==> src/rtl/led_row_shift_driver.sv <==
// led_row_shift_driver
//   Takes one parallel row word per valid/ready handshake and shifts it
//   MSB-first into the panel's serial column chain using a divided shift
//   clock. After the last bit the panel is blanked, the storage latch is
//   strobed and the row address advances. The previously latched row stays
//   lit while the next one shifts in.
//
// Ports
//   clk          system clock, rising edge
//   CLR          asynchronous active-low reset
//   pix_data     row word, bit COLS-1 shifted first
//   pix_valid    producer has a word (held until accepted)
//   pix_ready    driver idle, word accepted when pix_valid & pix_ready
//   ser_d        serial data to chain D input
//   ser_clk      shift clock to chain
//   latch        storage-register latch strobe, active high
//   n_oe         panel output enable, active low (1 = blanked)
//   row_addr     row currently displayed
//   frame_start  one-cycle pulse after row_addr wraps to 0
module led_row_shift_driver #(
   parameter int COLS    = 16,
   parameter int ROWS    = 8,
   parameter int CLK_DIV = 2
) (
   input  logic                                        clk,
   input  logic                                        CLR,
   input  logic [COLS-1:0]                             pix_data,
   input  logic                                        pix_valid,
   output logic                                        pix_ready,
   output logic                                        ser_d,
   output logic                                        ser_clk,
   output logic                                        latch,
   output logic                                        n_oe,
   output logic [((ROWS > 1) ? $clog2(ROWS) : 1)-1:0]  row_addr,
   output logic                                        frame_start
);

   localparam int RW = (ROWS > 1) ? $clog2(ROWS) : 1;
   localparam int DW = (CLK_DIV > 1) ? $clog2(CLK_DIV) : 1;
   localparam int BW = (COLS > 1) ? $clog2(COLS) : 1;

   localparam logic [DW-1:0] DIV_LAST = DW'(CLK_DIV - 1);
   localparam logic [BW-1:0] BIT_LAST = BW'(COLS - 1);
   localparam logic [RW-1:0] ROW_LAST = RW'(ROWS - 1);

   localparam logic [1:0] IDLE  = 2'd0;
   localparam logic [1:0] SHIFT = 2'd1;
   localparam logic [1:0] BLANK = 2'd2;
   localparam logic [1:0] LATCH = 2'd3;

   logic [1:0]      state;
   logic [DW-1:0]   div_cnt;
   logic [BW-1:0]   bit_cnt;
   // Holds only the bits still to be sent; the MSB goes straight to ser_d
   // on the accept edge.
   logic [COLS-2:0] shreg;

   always_ff @(posedge clk or negedge CLR) begin
      if (!CLR) begin
         state       <= IDLE;
         div_cnt     <= '0;
         bit_cnt     <= '0;
         shreg       <= '0;
         pix_ready   <= 1'b0;
         ser_d       <= 1'b0;
         ser_clk     <= 1'b0;
         latch       <= 1'b0;
         n_oe        <= 1'b1;
         row_addr    <= '0;
         frame_start <= 1'b0;
      end else begin
         frame_start <= 1'b0;
         case (state)
            IDLE: begin
               ser_clk <= 1'b0;
               latch   <= 1'b0;
               if (pix_valid && pix_ready) begin
                  // Accept edge also opens the first low phase.
                  state     <= SHIFT;
                  pix_ready <= 1'b0;
                  shreg     <= pix_data[COLS-2:0];
                  ser_d     <= pix_data[COLS-1];
                  div_cnt   <= '0;
                  bit_cnt   <= '0;
               end else begin
                  pix_ready <= 1'b1;
               end
            end

            SHIFT: begin
               if (div_cnt == DIV_LAST) begin
                  div_cnt <= '0;
                  if (!ser_clk) begin
                     ser_clk <= 1'b1;
                  end else if (bit_cnt == BIT_LAST) begin
                     ser_clk <= 1'b0;
                     ser_d   <= 1'b0;
                     n_oe    <= 1'b1;
                     state   <= BLANK;
                  end else begin
                     // ser_d only moves here, at the start of a low phase.
                     ser_clk <= 1'b0;
                     ser_d   <= shreg[COLS-2];
                     shreg   <= shreg << 1;
                     bit_cnt <= bit_cnt + 1'b1;
                  end
               end else begin
                  div_cnt <= div_cnt + 1'b1;
               end
            end

            BLANK: begin
               state   <= LATCH;
               latch   <= 1'b1;
               div_cnt <= '0;
            end

            LATCH: begin
               if (div_cnt == DIV_LAST) begin
                  latch     <= 1'b0;
                  n_oe      <= 1'b0;
                  pix_ready <= 1'b1;
                  div_cnt   <= '0;
                  state     <= IDLE;
                  if (row_addr == ROW_LAST) begin
                     row_addr    <= '0;
                     frame_start <= 1'b1;
                  end else begin
                     row_addr <= row_addr + 1'b1;
                  end
               end else begin
                  div_cnt <= div_cnt + 1'b1;
               end
            end

            default: state <= IDLE;
         endcase
      end
   end

endmodule

==> config.mk <==
export PLATFORM = sky130hd
export DESIGN_NAME = led_row_shift_driver
export DESIGN_NICKNAME = d
export VERILOG_FILES = /design/src/rtl/led_row_shift_driver.sv
export SDC_FILE = /design/constraint.sdc
export NUM_CORES = 1
export LEC_CHECK = 0
export BUFFER_PORTS_ARGS = -buffer_cell sky130_fd_sc_hd__buf_2
export CORE_AREA = 2 2 56 58
export DETAILED_ROUTE_END_ITERATION = 6
export DIE_AREA = 0 0 58 60
export PLACE_DENSITY_LB_ADDON = 0.12
export SLEW_MARGIN = 20
export SYNTH_ARGS = -nofsm -noshare
export SYNTH_HDL_FRONTEND = slang
export SYNTH_SLANG_ARGS = --single-unit
==> constraint.sdc <==
create_clock -name clk -period 2.9 [get_ports clk]
set_input_delay 0.145 -clock clk [delete_from_list [all_inputs] [get_ports clk]]
set_output_delay 0.145 -clock clk [all_outputs]
set_load 0.01 [all_outputs]
# After elaboration in Yosys (flattened, before gate mapping)
# Index checks and enable logic that the tools add are counted.
[word_totals]
register_bits = 31
latchBits = 0
mem_bits_rw = 0
rom_bits = 0
in_bits = 19
output_inout_bits = 9
word_cells = 80
memories = 0
[classes]
n_addsub = 3
n_mul = 0
n_div = 0
magnitude_cmp = 0
n_eq_ne = 11
shifts = 0
n_mux = 40
bitwise_logic = 0
reduce_logical = 15
[op_table]
columns = ["op", "n"]
rows = [
  ["15-bit two-way mux", 4],
  ["15-bit case mux with 2 select lines", 1],
  ["1-bit two-way mux", 17],
  ["4-bit two-way mux", 4],
  ["5-bit AND reduction", 3],
  ["2-bit inequality test (second input constant)", 6],
  ["2-bit two-way mux", 5],
  ["1-bit case mux with 2 select lines", 4],
  ["2-bit case mux with 4 select lines", 1],
  ["4-bit case mux with 2 select lines", 1],
  ["2-bit AND reduction", 4],
  ["1-bit case mux with 3 select lines", 2],
  ["2-bit nonzero test", 3],
  ["4-bit by 1-bit adder with 4-bit output (second input constant)", 1],
  ["2-bit equality test (second input constant)", 2],
  ["4-bit equality test (second input constant)", 1],
  ["4-bit AND reduction", 1],
  ["3-bit by 1-bit adder with 3-bit output (second input constant)", 1],
  ["3-bit equality test (second input constant)", 1],
  ["3-bit two-way mux", 1],
  ["3-bit nonzero test", 1],
  ["2-bit by 1-bit equality test with 1-bit output (second input constant)", 1],
  ["2-bit logical NOT", 1],
  ["2-bit OR reduction", 1],
  ["2 further kinds", 2],
]

# Longest topological paths before layout
# Gate-level depths: netlist (run 1).
[logic_depth]
depth_word = 5
mapped_depth = 8
mapped_depth_nobuf = 6

# Worst setup path before layout (run 1)
# Ideal clock, no wire load.
[synth_path]
path_kind = "register to register"
start = "register state[0]"
end = "register bit_cnt[2]"
setup_time_ns = 0.124
arrival_time_ns = 1.851
required_time_ns = 2.776
path_slack_ns = 0.925
stages_incl_launch_ff = 8
path_buffers = 1
period_less_slack_ns = 1.975
path_cell_list = "dfrtp_1 inv_1 ha_1 a21boi_1 or3_4 or2_1 buf_6 a211o_1"
[synth_via]
elab_chain_len = 3
word_cells_on_any_way = 9
cone_classes = "eq/ne: 5; mux: 1; reduce/logical: 3"
[synth_lines]
columns = ["element", "line_no", "source"]
rows = [
  ["start: declaration", "51", "logic [1:0] state;"],
  ["start signal: assignment", "60", "state <= IDLE;"],
  ["start signal: assignment", "79", "state <= SHIFT;"],
  ["start signal: assignment", "99", "state <= BLANK;"],
  ["2-bit by 1-bit equality test with 1-bit output / 2-bit logical NOT (equally long branches)", "73", "case (state)"],
  ["2-bit inequality test (no line) / 2-bit nonzero test (equally long branches)", "n/a", ""],
  ["5-bit AND reduction (no line)", "n/a", ""],
  ["end signal: assignment", "105", "bit_cnt <= bit_cnt + 1'b1;"],
  ["end: declaration", "53", "logic [BW-1:0] bit_cnt;"],
]
# Parallel ways exist; a longest one is shown, timed or not.
# A chain may end at the register's enable or synchronous reset.

# Worst setup path in the final report (run 1)
[layout_path]
start = "register state[0]"
end = "register bit_cnt[3]"
# Same word-level chain as after synthesis.

==> impl_metrics.ini, run 1 <==
[outcome]
status = finished, final reports clean

[global_route]
grt_pass1_wl_um = 5210
track_usage = 0.204
overflow = 0
antenna_found_initial = 0
grt_pass1_vias = 1220
grt_start_max_net_pins = 32

[synth]
ys_seq_area_frac = 0.485
syn-instance-count = 151
async_flop_share = 1.00
synth_warnings = 0
syn_area_per_cell_um2 = 10.6
synth-edff-count = 0
yosys-top-cells-area = dfrtp_1 47%, mux2i_1 10%, o21ai_0 8.8%
synth_nets = 179
ys_types = 36
ys.flop_type = dfrtp_1
synth_area_um2 = 1600
yosysTopAreaCellShare = 0.469
yosys.area.top_type = dfrtp_1
ys_seq_elements = 31

[placed_design]
io_buffers = 27
dp.final_hpwl_um = 2070
placed_cell_area_um2 = 1740
gp_congestion = 0.739

[cells_and_area]
fillers = 244
drive_gt1_frac = 0.244
regArea_um2 = 777
insertedDiodeCount = 0
layout.nets = 207
multi_input_area_um2 = 756
final_common_cell = dfrtp_1
syn_to_final_growth_pct = 13.0
final_cell_mix = 30 x dfrtp_1, 28 x o21ai_0, 27 x buf_2
fin_area_um2 = 1810

[floorplanning]
start_util = 0.552
die_width_um = 58
fp.coreArea_um2 = 2900
rows = 20
die_h_um = 60
io-pin-count = 28
die_area_um2 = 3480

[setup_path]
cp_max_fo = 22
cp.required_ns = 3.15
reg2reg_to = bit_cnt[3]
ff2ff_path_depth = 6
arrival_ns = 2.63
regToRegStartpoint = state[0]
critPathKind = reg2reg
rrSetupSlack_ns = 0.51
cp-end-kind = flop
startpoint_type = flop

[clocking]
path_clk_slew_ns = 0.11
cts.repair.resized = 0
root_buffer = clkbuf_4
cts_tree = yes
clock_sinks = 31
h-tree-depth = 2
clockBufferDepth = 2
numCtsBuffers = 5
clk_latency_ns = 0.35

[worst_hold_path]
worstHoldPathCells = 3
hold_class = in2reg
min_to = shreg[0]
hold_start = pix_data[0]

[drt]
drt_iter0_drc = 54
drtPass1Iterations = 4
vias = 1192
vias_per_cell = 5.60
drc_errors = 0
wire_per_inst_um = 14.2
ant_nets = 0
wirelength_um = 3020

[power_and_ir_drop]
p_per_area_nw_per_um2 = 1150
ir_worst_vdd_uv = 891
leakage_nw = 0.871

[sta]
rsz0062_at_grt = false
period_share = 0.823
tightest_slew_ns = 0.675
drv_slew = 0
hold_viol = 0
finalSetupTns_ns = 0
clock_skew_ns = 0.0170
setup_viol = 0
max_freq_ghz = 0.419
finalCriticalPeriod_ns = 2.39
max_slew_margin = 0.550

[flow_run]
cap_violations = 0
-- cell families (layout without fill, tap and decap cells) --
| kind of cell | Yosys count | after routing | synth area share |
|---|---|---|---|
| compound gates | 53 | 53 | 0.184 |
| flops | 31 | 31 | 0.485 |
| fa+ha+maj | 9 | 9 | 0.0703 |
| simple gates | 24 | 24 | 0.0836 |
| mux | 20 | 20 | 0.128 |
| buf+inv | 13 | 42 | 0.0430 |
| xor+xnor | 1 | 1 | 0.00547 |
-- worst max-delay path, stage by stage, from the launching register on --
cell	delay, ns
dfrtp_1	0.41
inv_1	0.11
ha_1	0.26
a21boi_1	0.19
or3_4	0.46
or2_1	0.48
o311ai_1	0.38
-- cells in the mapped netlist (2+ instances only) --
| cell | number |
|---|---|
| buf_6 | 2 |
| ha_1 | 9 |
| o21ai_1 | 10 |
| dfrtp_1 | 30 |
| nand2_1 | 4 |
| nor2_1 | 4 |
| mux2i_1 | 16 |
| nor3_1 | 2 |
| inv_1 | 4 |
| a21o_1 | 2 |
| mux2_2 | 4 |
| nand3_1 | 3 |
| a21oi_1 | 5 |
| o21ai_0 | 28 |
| nor2b_1 | 2 |
| nand2b_1 | 3 |
| clkbuf_1 | 4 |
-- area by class of cell --
class	instances	share of cell area
Sequential cell	31	0.429
Multi-Input combinational cell	107	0.418
Timing Repair Buffer	30	0.0885
Clock buffer	7	0.0304
Tap cell	33	0.0228
Inverter	4	0.00830
Clock inverter	1	0.00277
-- how the worst max path moves through the flow --
| stage | endpoint | startpoint | depth (start not counted) |
|---|---|---|---|
| after global placement | bit_cnt[2] | state[0] | 6 |
| after detailed placement | bit_cnt[3] | state[0] | 6 |
| after CTS | bit_cnt[3] | state[0] | 6 |
| after floorplan | bit_cnt[2] | state[0] | 7 |
| final | bit_cnt[3] | state[0] | 6 |
| after global routing | shreg[4] | state[1] | 7 |
-- repair_timing --
item,CTS,global route
hold buffers,1,0
buffers inserted,0,0
endpoints found under the hold margin,30,0
-- state kept, by name, indices dropped and copies added, names as in the netlist --
register	count
div_cnt	1
n_oe	1
latch	1
state	2
shreg	15
row_addr	3
ser_d	1
frame_start	1
ser_clk	1
bit_cnt	4
pix_ready	1
-- power by group --
part / internal, mW / total, mW / switching, mW / leakage (nW)
logic: 0.441 / 1.04 / 0.598 / 0.447
clock network: 0.117 / 0.266 / 0.149 / 0.0353
registers: 0.640 / 0.775 / 0.135 / 0.389
-- stage by stage --
stage | setup slack, ns | hold WS [ns] | cells | utilization | power, mW
2_1_floorplan | 0.925 | -0.151 | 151 | - | 1.61
4_1_cts | 0.480 | 0.0342 | 213 | 0.623 | 2.10
5_1_grt | 0.295 | 0.0398 | 213 | 0.623 | 2.29
6_report | 0.514 | 0.0420 | 213 | 0.623 | 2.08
3_3_place_gp | 0.614 | 0.214 | 204 | 0.599 | 1.78
3_5_place_dp | 0.501 | 0.227 | 204 | 0.599 | 1.83
-- routing by layer --
layer  GRT usage  part of all wire  vias to the layer above
li1            -                 -                      601
met1       0.247              0.48                      557
met2       0.318              0.45                       25
met3      0.0476             0.038                        9
met4       0.146             0.034                        0
met5           0                 0                        -
(Power assumes the default switching activity.)
==> run 2: changes to the inputs <==
CORE_AREA = 2 2 61 63   (was 2 2 56 58)
DIE_AREA = 0 0 63 65   (was 0 0 58 60)
clock period = 2 ns   (was 2.9 ns; I/O delays follow)
==> run 2 against run 1 <==
  * Sequential share of layout area is 2.6 points lower
  * Utilization is 7.2 points lower
  * Non-clock buffer count is 10 higher
  * Wire length is 2.7% higher
==> impl_metrics.ini, run 2 (synthesized netlist as in run 1, its figures left out) <==
[drt]
wl_met3_um = 123
wirelength_um = 3100
wire_per_inst_um = 13.1
met2_length_um = 1380
highest_layer = met4
wl_met1_um = 1540
drtPass1Iterations = 4
drc_errors = 0
ant_nets = 0
drt_iter0_drc = 42
vias_per_cell = 5.24
vias = 1243

[floorplanning]
die_area_um2 = 4100
start_util = 0.458
rows = 22
die_width_um = 63
die_h_um = 65
io-pin-count = 28
fp.coreArea_um2 = 3500

[setup_path]
cp_max_fo = 4
critPathKind = reg2reg
regToRegStartpoint = state[1]
cp.required_ns = 2.22
arrival_ns = 2.13
startpoint_type = flop
reg2reg_to = bit_cnt[2]
ff2ff_path_depth = 6
cp-end-kind = flop
rrSetupSlack_ns = 0.08

[sta]
max_freq_ghz = 0.521
tightest_slew_ns = 0.668
period_share = 0.959
hold_viol = 0
rsz0062_at_grt = true
finalCriticalPeriod_ns = 1.92
drv_slew = 0
setup_viol = 0
max_slew_margin = 0.555
finalSetupTns_ns = 0
clock_skew_ns = 0.00490

[cells_and_area]
insertedDiodeCount = 0
final_cell_mix = 30 x dfrtp_1, 27 x buf_2, 22 x o21ai_0
drive_gt1_frac = 0.291
layout.nets = 217
reg_top3 = shreg (15), bit_cnt (4), row_addr (3)
fin_area_um2 = 1930
syn_to_final_growth_pct = 20.4
largest_register_ffs = 15
finish.utilization = 0.552
regMostFlops = shreg
final_common_cell = dfrtp_1

[placed_design]
io_buffers = 27
dp.final_hpwl_um = 2140
gp_congestion = 0.743
placed_cell_area_um2 = 1820

[clocking]
path_clk_slew_ns = 0.09
clockBufferDepth = 2
root_buffer = clkbuf_4
clk_latency_ns = 0.33
h-tree-depth = 2
cts_tree = yes
clock_sinks = 31
numCtsBuffers = 5

[power_and_ir_drop]
p_per_area_nw_per_um2 = 1740
comb_power_share = 0.527
seq_power_share = 0.334
p_clk_frac = 0.139
leakage_nw = 0.924
net-switching-power_mw = 1.35
ir_worst_vdd_uv = 587
swShare = 0.404
internal_power_mw = 2.00

[global_route]
grt_pass1_vias = 1251
overflow = 0
antenna_found_initial = 0
grt_pass1_wl_um = 5660
grt_start_max_net_pins = 32
track_usage = 0.180

[worst_hold_path]
worstHoldPathCells = 3
hold_class = in2reg
hold_start = pix_data[0]
min_to = shreg[0]

[outcome]
status = finished, final reports clean

[flow_run]
cap_violations = 0
-- run 2: cell types whose count changed in the layout (fill, tap and decap cells not counted), sizes merged --
cell	change
bufinv	+1
clkbuf	-1
clkinv	-1
buf	+10
-- run 2: metrics by stage --
stage	hold WS, ns	worst slack, ns	cells	power [mW]
after floorplan	-0.196	0.0247	151	2.34
after global placement	0.177	0.129	227	2.75
after detailed placement	0.181	0.0213	227	2.82
after CTS	0.0202	0.0229	235	3.30
after global routing	0.0262	-0.00641	237	3.66
final	0.0224	0.0814	237	3.35
-- run 2: final cells by class --
type                    count  area [um^2]
fillers                   336         1570
inverters                   4         15.0
repair buffers             40          243
multi-input cells         107          762
clock inverters             1         30.0
well taps                  48         60.1
flip-flops and latches     31          777
clock buffers               6         41.3
-- run 2: how the worst max path moves through the flow --
stage                        start         end  slack [ns]
after floorplan           state[0]  bit_cnt[2]        0.02
after global placement    state[1]    shreg[0]        0.13
after detailed placement  state[1]    shreg[3]        0.02
after CTS                 state[1]    shreg[2]        0.02
after global routing      state[1]  bit_cnt[3]      -0.006
final                     state[1]  bit_cnt[2]        0.08
-- run 2: power by group through the flow --
stage               Sequential (mW)  Clock (mW)  Combinational [mW]
global placement               1.10           0                1.64
detailed placement             1.13           0                1.69
CTS                            1.12       0.479                1.70
global route                   1.16       0.517                1.99
finish                         1.12       0.464                1.76
floorplan                      1.11           0                1.23
-- run 2: worst max-delay path, stage by stage, from the launching register on --
cell,delay [ns]
dfrtp_1,0.41
inv_2,0.08
ha_1,0.20
nor2b_1,0.15
or3_4,0.38
or2_1,0.28
a211o_1,0.31
-- run 2: metal layers --
metal | vias up | global-route usage
li1 | 616 | -
met1 | 603 | 0.234
met2 | 18 | 0.271
met3 | 6 | 0.0608
met4 | 0 | 0.0833
met5 | - | 0
-- run 2: timing repair --
item / CTS / global route
hold buffers: 1 / 0
setup buffers: 0 / 2
gates resized for setup: 0 / 10
setup endpoints to repair: 0 / 20
endpoints found under the hold margin: 30 / 0
==> run 3: changes to the inputs <==
CORE_AREA = 2 2 78 80   (was 2 2 61 63)
CTS_CLUSTER_SIZE = 10   (was unset)
DIE_AREA = 0 0 80 82   (was 0 0 63 65)
==> run 3 against run 2 <==
  * Hold slack gained 0.057 ns
  * Sequential power is essentially flat
  * Register-to-register slack lost 0.02 ns
  * Combinational power grew 6%
  * Sequential cell count is the same
==> impl_metrics.ini, run 3 (synthesized netlist as in run 1, its figures left out) <==
[outcome]
status = finished, final reports clean

[setup_path]
arrival_ns = 2.10
startpoint_type = flop
cp.required_ns = 2.17
cp-end-kind = flop
cp_max_fo = 6
critPathKind = reg2reg
rrSetupSlack_ns = 0.06

[floorplanning]
fp.coreArea_um2 = 5750
io-pin-count = 28
rows = 28
start_util = 0.279
die_h_um = 82
die_area_um2 = 6560
die_width_um = 80

[cells_and_area]
insertedDiodeCount = 0
drive_gt1_frac = 0.314
fillers = 610
largest_register_ffs = 15
final_cell_mix = 30 x dfrtp_1, 27 x buf_2, 23 x o21ai_0
syn_to_final_growth_pct = 27.9
final_common_cell = dfrtp_1
reg_top3 = shreg (15), bit_cnt (4), row_addr (3)
fin_area_um2 = 2050
layout.nets = 218
regMostFlops = shreg

[drt]
vias = 1250
wl_met3_um = 142
wirelength_um = 3640
drt_iter0_drc = 51
drtPass1Iterations = 4
wl_met1_um = 1790
met2_length_um = 1680
ant_nets = 0
vias_per_cell = 4.70
drc_errors = 0
wire_per_inst_um = 13.7
highest_layer = met4

[power_and_ir_drop]
ir_worst_vdd_uv = 652
p_per_area_nw_per_um2 = 1810
leakage_nw = 0.962
power_mw = 3.71

[placed_design]
gp_congestion = 0.740
placed_cell_area_um2 = 1860
io_buffers = 27
dp.final_hpwl_um = 2430

[sta]
tightest_slew_ns = 0.729
setup_viol = 0
clock_skew_ns = 0.00372
finalCriticalPeriod_ns = 1.94
max_freq_ghz = 0.517
drv_slew = 0
period_share = 0.968
hold_viol = 0
max_slew_margin = 0.514

[clocking]
clk_latency_ns = 0.28
path_clk_slew_ns = 0.07
h-tree-depth = 2
numCtsBuffers = 5
cts_tree = yes
clock_sinks = 31
root_buffer = clkbuf_8
clockBufferDepth = 2

[global_route]
grt_pass1_vias = 1322
track_usage = 0.119
antenna_found_initial = 0
grt_start_max_net_pins = 32
grt_pass1_wl_um = 6100
overflow = 0

[flow_run]
cap_violations = 0

[worst_hold_path]
hold_class = in2reg
==> run 3: cell count changes in the layout (fill, tap and decap cells not counted), sizes merged <==
cell | before | now
buf | 39 | 40
bufinv | 1 | 2
==> run 3: path summary, 6_finish.rpt <==
check,from,to,cells past startpoint
min in group asynchronous,CLR,ser_clk,2
worst min-delay path,pix_data[0],shreg[0],3
worst max-delay path,state[1],bit_cnt[2],6
max in group asynchronous,CLR,shreg[14],2
worst min register to register,latch,latch,1
worst max register to register,state[1],bit_cnt[2],6
==> run 3: per-layer routing <==
layer / track usage / vias up
li1: - / 617
met1: 0.157 / 607
met2: 0.191 / 22
met3: 0.0319 / 4
met4: 0.0407 / 0
met5: 0 / -
==> run 3: cell type report <==
cell class | instances | area, um^2 | area share
timing repair buffer | 41 | 254 | 0.124
clock buffer | 6 | 72.6 | 0.0354
clock inverter | 2 | 60.1 | 0.0293
multi-input combinational | 107 | 776 | 0.379
inverter | 4 | 15.0 | 0.00733
sequential | 31 | 777 | 0.379
tap | 75 | 93.8 | 0.0458
==> run 3: power by group <==
group	total [mW]	internal, mW	switching, mW
Clock	0.739	0.498	0.241
Sequential	1.11	0.929	0.179
Combinational	1.87	0.865	1.00
Total	3.71	2.29	1.42
==> run 3: stage by stage <==
step | setup TNS [ns] | cells | hold slack, ns | util | worst slack [ns]
final | 0 | 266 | 0.0798 | 0.356 | 0.0646
after global placement | 0 | 255 | 0.209 | 0.324 | 0.0746
after detailed placement | -0.128 | 255 | 0.208 | 0.324 | -0.0172
after global routing | -0.00403 | 266 | 0.0844 | 0.356 | -0.00403
after CTS | 0 | 264 | 0.0692 | 0.350 | 0.0229
after floorplan | 0 | 151 | -0.196 | - | 0.0247
==> run 3: critical path, stage by stage (launching register included) <==
cell	delay (ns)
dfrtp_1	0.41
inv_2	0.08
ha_1	0.21
nor2b_1	0.15
or3_4	0.39
or2_4	0.29
a211o_1	0.30
==> run 3: timing repair <==
action	in CTS	in global routing
hold buffers	1	0
gates resized for setup	2	11
setup endpoints to repair	16	20
endpoints found under the hold margin	30	0
setup buffers	0	2
pin swaps	0	0
